File: src/rtl/pipe_gen_if.sv
// Pipe generator handshake bundle: scroll tick, player/game inputs and
// the generated pipe column, spawn strobe and score.
interface pipe_gen_if;
    logic        clk;
    logic        start;
    logic        gameover;
    logic [15:0] newPipe;
    logic        clkP;
    logic [7:0]  score;

    modport master (
        output clk, start, gameover,
        input  newPipe, clkP, score
    );

    modport slave (
        input  clk, start, gameover,
        output newPipe, clkP, score
    );
endinterface

File: src/rtl/pipe_gen.sv
// Pipe column generator: LFSR-placed gap, spawn timing and WAIT/RUN/DEAD control.
// Optional macro PIPE_GEN_SCORE_EN enables the saturating spawn score counter.
module pipe_gen #(
    parameter int unsigned GAP_W        = 4,
    parameter int unsigned SPAWN_PERIOD = 8,
    parameter logic [15:0] LFSR_SEED    = 16'hACE1
) (
    input  logic       clkM,
    input  logic       reset,
    pipe_gen_if.slave  bus
);
    typedef enum logic [1:0] {
        WAIT = 2'd0,
        RUN  = 2'd1,
        DEAD = 2'd2
    } state_t;

    localparam logic [7:0]  CNT_LAST = 8'(SPAWN_PERIOD - 1);
    localparam logic [7:0]  POS_MOD  = 8'(17 - GAP_W);
    localparam logic [15:0] GAP_ONES = 16'((32'd1 << GAP_W) - 32'd1);

    state_t      state_q, state_d;
    logic [7:0]  cnt_q, cnt_d;
    logic [15:0] lfsr_q, lfsr_d;
    logic [15:0] pipe_q, pipe_d;
    logic [7:0]  pos;
    logic [15:0] pattern;
    logic        spawn;

    always_comb begin
        lfsr_d  = {1'b0, lfsr_q[15:1]} ^ (lfsr_q[0] ? 16'hB400 : 16'h0000);
        pos     = lfsr_q[7:0] % POS_MOD;
        pattern = ~(GAP_ONES << pos);
        state_d = state_q;
        cnt_d   = cnt_q;
        pipe_d  = pipe_q;
        // Reset gating keeps a spawn that coincides with reset from escaping.
        spawn   = bus.clk && (state_q == RUN) && (cnt_q == CNT_LAST)
                  && !bus.gameover && !reset;

        case (state_q)
            WAIT: begin
                pipe_d = pattern;
                if (bus.start && !bus.gameover) begin
                    state_d = RUN;
                    cnt_d   = '0;
                end
            end
            RUN: begin
                if (bus.clk)
                    cnt_d = (cnt_q == CNT_LAST) ? '0 : cnt_q + 8'd1;
                if (spawn)
                    pipe_d = pattern;
                if (bus.gameover)
                    state_d = DEAD;
            end
            DEAD: begin
                if (!bus.gameover)
                    state_d = WAIT;
            end
            default: state_d = WAIT;
        endcase
    end

    always_ff @(posedge clkM) begin
        if (reset) begin
            state_q <= WAIT;
            cnt_q   <= '0;
            lfsr_q  <= LFSR_SEED;
            pipe_q  <= '0;
        end else begin
            state_q <= state_d;
            cnt_q   <= cnt_d;
            lfsr_q  <= lfsr_d;
            pipe_q  <= pipe_d;
        end
    end

    assign bus.newPipe = pipe_q;
    assign bus.clkP    = spawn;

`ifdef PIPE_GEN_SCORE_EN
    logic [7:0] score_q, score_d;

    always_comb begin
        score_d = score_q;
        if (state_q == WAIT && state_d == RUN)
            score_d = '0;
        else if (spawn && score_q != 8'hFF)
            score_d = score_q + 8'd1;
    end

    always_ff @(posedge clkM) begin
        if (reset)
            score_q <= '0;
        else
            score_q <= score_d;
    end

    assign bus.score = score_q;
`else
    assign bus.score = '0;
`endif
endmodule

File: src/flat_wrapper.sv
// flat-port wrapper written by rule: the top's interface ports become plain ports
module pipe_gen_flat 
#(
    parameter int unsigned GAP_W        = 4,
    parameter int unsigned SPAWN_PERIOD = 8,
    parameter logic [15:0] LFSR_SEED    = 16'hACE1
)
  (clkM, reset, bus_clk, bus_start, bus_gameover, bus_newPipe, bus_clkP, bus_score);
  pipe_gen_if bus_i ();
  input  logic clkM;
  input  logic reset;
  input wire logic [$bits(bus_i.clk)-1:0] bus_clk;
  input wire logic [$bits(bus_i.start)-1:0] bus_start;
  input wire logic [$bits(bus_i.gameover)-1:0] bus_gameover;
  output wire logic [$bits(bus_i.newPipe)-1:0] bus_newPipe;
  output wire logic [$bits(bus_i.clkP)-1:0] bus_clkP;
  output wire logic [$bits(bus_i.score)-1:0] bus_score;
  assign bus_i.clk = bus_clk;
  assign bus_i.start = bus_start;
  assign bus_i.gameover = bus_gameover;
  assign bus_newPipe = bus_i.newPipe;
  assign bus_clkP = bus_i.clkP;
  assign bus_score = bus_i.score;
  pipe_gen #(.GAP_W(GAP_W), .SPAWN_PERIOD(SPAWN_PERIOD), .LFSR_SEED(LFSR_SEED)) u_core (.clkM(clkM), .reset(reset), .bus(bus_i));
endmodule
File: config.mk
export PLATFORM = sky130hd
export DESIGN_NAME = pipe_gen_flat
export DESIGN_NICKNAME = d
export VERILOG_FILES = /design/src/rtl/pipe_gen_if.sv /design/src/rtl/pipe_gen.sv /design/src/flat_wrapper.sv
export SDC_FILE = /design/constraint.sdc
export NUM_CORES = 1
export LEC_CHECK = 0
export ABC_AREA = 1
export CELL_PAD_IN_SITES_DETAIL_PLACEMENT = 1
export CELL_PAD_IN_SITES_GLOBAL_PLACEMENT = 1
export CORE_UTILIZATION = 36
export DETAILED_ROUTE_END_ITERATION = 12
export GPL_ROUTABILITY_DRIVEN = 0
export PLACE_DENSITY = 0.82
export SLEW_MARGIN = 20
export SYNTH_ARGS = -nofsm -noshare
export SYNTH_HDL_FRONTEND = slang
export SYNTH_SLANG_ARGS = --single-unit
File: constraint.sdc
create_clock -name clkM -period 2.5 [get_ports clkM]
set_clock_uncertainty 0.1 [all_clocks]
set_input_delay 0.25 -clock clkM [delete_from_list [all_inputs] [get_ports clkM]]
set_output_delay 0.25 -clock clkM [all_outputs]
set_load 0.005 [all_outputs]
==> results.py, run 1 <==
metrics = {
    "status": {
        "outcome": "finished, violations left",
        "violations": "setup timing",
    },
    "cts": {
        "insertion_delay_ns": 0.30,
        "cts_buffers": 5,
        "clock-sinks": 42,
        "cts_buffer_depth": 2,
        "cts_tree": "done",
        "cts_max_level": 2,
        "clk_pin_slew_ns": 0.09,
        "root_buffer": "clkbuf_8",
    },
    "die": {
        "die_w_um": 80.5,
        "start_util": 0.375,
        "die_area_sq_um": 6480,
        "fp.coreArea_sq_um": 5920,
        "ios": 30,
        "num_rows": 28,
        "die_y_um": 80.5,
    },
    "route": {
        "viasPerCell": 5.21,
        "wirelength_mm": 8.26,
        "num_vias": 2339,
        "drt_iter0_markers": 56,
        "routedWlPerCell_um": 18.4,
        "first_pass_iters": 4,
        "drc": 0,
        "antenna_left": 0,
    },
    "setup_path": {
        "slowest_stage": "dfxtp_4",
        "crit_type": "flip-flop to flip-flop",
        "path_buf_inv": 4,
        "cp_cell_sequence": "buf_6, nand2_4, nand3_4, nand2_8, nand3_2, nand3_4, nand3_2, xor2_1, a21oi_2, buf_6, nand2_4, nand2_2, nand2_2, nor2_4, nand2_8, nand3_4, nand2_8, nand2_4, inv_4, nand2_4, nand2_4, o21bai_1, inv_1",
        "critPathRequiredTime_ns": 2.60,
        "start_kind": "flip-flop",
        "crit_arrival_ns": 3.28,
        "crit_path_max_fanout": 5,
        "critical_path.most_common_cell": "nand2_4",
        "endpoint_kind": "flip-flop",
        "crit_family": "simple AND/OR/NAND/NOR gates",
        "slowest_delay_ns": 0.37,
    },
    "logic_synthesis": {
        "synth_area_sq_um": 2220,
        "synth_cell_types": 35,
        "synth-main-ff-cell": "dfxtp_1",
        "postSynthAreaPerCell_sq_um": 7.32,
        "yosys_warnings": 0,
        "synth_edf_count": 0,
        "syn_inst": 303,
        "async_flop_share": 0,
        "ys_seq_area_frac": 0.379,
        "ys_seq_elements": 42,
    },
    "final_layout": {
        "finalNonFillerCells": 449,
        "seq_area_sq_um": 856,
        "antennaDiodeCount": 0,
        "area_growth_pct": 55.7,
        "multiInputGateArea_sq_um": 1620,
        "drive_gt1_frac": 0.430,
        "nets": 379,
        "design_area_sq_um": 3450,
        "fillers": 710,
    },
    "grt": {
        "grt_first_pass_wirelength_mm": 10.7,
        "grt_usage": 0.216,
        "antenna_found_initial": 0,
        "grt_pass1_vias": 2250,
        "grt_max_degree": 22,
        "grt-ovfl-total": 0,
    },
    "placement": {
        "io_buffers": 21,
        "dp_cells": 417,
        "placed_area_sq_um": 2710,
        "dp_hpwl_mm": 4.08,
    },
    "pwr": {
        "power_density_nw_per_um2": 1130,
        "p_leak_nw": 1.61,
        "ir_drop_v": 0.000775,
        "totalPowerFinal_w": 0.00391,
    },
    "timing": {
        "final_hold_viol_count": 0,
        "period_share": 1.27,
        "rsz0062_at_grt": "true",
        "finalMaxSlewViolations": 0,
        "setup_ws_ns": -0.682,
        "period_minus_slack_ns": 3.18,
        "max_clock_freq_mhz": 314,
        "finalSetupViolations": 16,
    },
    "hold_path": {
        "hold_class": "flip-flop to flip-flop",
    },
    "job": {
        "drv_cap": 0,
    },
}
## worst paths after layout
kind / start / endpoint / slack, ns / cells after the start
worst max register to register: u_core.lfsr_q[4] / u_core.bus.newPipe[12] / -0.68 / 23
worst max-delay path: u_core.lfsr_q[4] / u_core.bus.newPipe[12] / -0.68 / 23
worst min register to register: u_core.lfsr_q[8] / u_core.lfsr_q[7] / 0.32 / 1
worst min-delay path: u_core.lfsr_q[8] / u_core.lfsr_q[7] / 0.32 / 1
## metrics by stage
stage,setup slack [ns],hold slack (ns),setup TNS [ns],util
floorplan,-0.0788,0.250,-0.435,-
global placement,-0.376,0.293,-4.79,0.457
detailed placement,-0.482,0.299,-6.54,0.457
CTS,-0.465,0.316,-6.34,0.535
global route,-0.828,0.337,-12.23,0.583
finish,-0.682,0.318,-9.97,0.583
## synthesized netlist by cell type (2+ instances only)
master	count	share of area
nor2_4	5	0.025
nand3_2	3	0.014
nand3b_1	2	0.0068
o21bai_1	7	0.024
nand4_1	3	0.0085
clkbuf_1	4	0.0068
inv_1	35	0.059
a21oi_1	19	0.043
nand2_1	49	0.083
or2_2	4	0.011
nor2_1	22	0.037
o21ai_0	18	0.041
dfxtp_1	42	0.38
o21ai_1	2	0.0045
buf_4	8	0.027
nand2_2	15	0.042
inv_2	9	0.015
nor3_1	6	0.014
nand2_4	7	0.036
xor2_1	4	0.016
nand3_1	25	0.056
## cells in the final DEF, fill, tap and decap left out, types with 2 or more instances in the layout
| cell type | instances |
|---|---|
| nand2_4 | 32 |
| dfxtp_4 | 4 |
| nor2_2 | 2 |
| nand3_2 | 12 |
| a21oi_1 | 19 |
| or2_2 | 4 |
| nor2_4 | 7 |
| clkinv_2 | 2 |
| nor3_1 | 6 |
| nand4_1 | 3 |
| nand3_1 | 11 |
| clkbuf_8 | 5 |
| nor2_1 | 19 |
| buf_4 | 40 |
| o21ai_0 | 17 |
| inv_1 | 31 |
| inv_2 | 9 |
| nand3b_1 | 2 |
| nand2_1 | 19 |
| inv_4 | 4 |
| xor2_1 | 2 |
| nand2_2 | 14 |
| clkdlybuf4s50_1 | 21 |
| o21bai_1 | 6 |
| nand2_8 | 6 |
| conb_1 | 8 |
| dfxtp_1 | 38 |
| o21ai_1 | 2 |
| nand3_4 | 5 |
| buf_6 | 6 |
## flip-flops by register name (all words and copies together) (netlist names)
name                cells
u_core.state_q          2
u_core.bus.newPipe     16
u_core.lfsr_q          16
u_core.cnt_q            8
## cell type report
class,instances,share of cell area
Clock inverter,3,0.0116
Timing Repair Buffer,68,0.173
Inverter,44,0.0507
Tap cell,75,0.0272
Sequential cell,42,0.248
Multi-Input combinational cell,212,0.470
Clock buffer,5,0.0199
## cells by family after synthesis
family / synth area share
xor gates and xnor gates: 0.0197
and+or+nand+nor: 0.347
buffers and inverters: 0.108
DFF: 0.379
other: 0.00169
adders and majority gates: 0.00564
AOI/OAI and AO/OA: 0.138
## per-layer routing
metal | part of all wire | track usage | vias up
met1 | 0.38 | 0.232 | 1150
li1 | - | - | 1098
met3 | 0.022 | 0.0273 | 35
met2 | 0.55 | 0.412 | 56
met4 | 0.050 | 0.104 | 0
met5 | 0 | 0 | -
## repair_timing
action | CTS | global route
buffers inserted | 12 | 12
resized for setup | 61 | 38
setup endpoints to repair | 16 | 16
pin swaps | 38 | 36
hold endpoints to repair | 0 | 0
hold buffers | 0 | 0
## power by group
group          switching [W]  leakage, nW  internal, W
sequential         0.0000886        0.350     0.000805
combinational        0.00140         1.20      0.00107
clock               0.000254       0.0579     0.000294
total                0.00175         1.61      0.00217
Note: power is estimated with default switching activity, not from simulation.
==> inputs of run 2 (changes only) <==
--- a/config.mk
+++ b/config.mk
@@ -9,6 +9,7 @@
 export CELL_PAD_IN_SITES_DETAIL_PLACEMENT = 1
 export CELL_PAD_IN_SITES_GLOBAL_PLACEMENT = 1
 export CORE_UTILIZATION = 36
+export CTS_CLUSTER_SIZE = 12
 export DETAILED_ROUTE_END_ITERATION = 12
 export GPL_ROUTABILITY_DRIVEN = 0
 export PLACE_DENSITY = 0.82
==> results of run 2 <==
The final DEF is identical to that of run 1; final timing and power are the same.
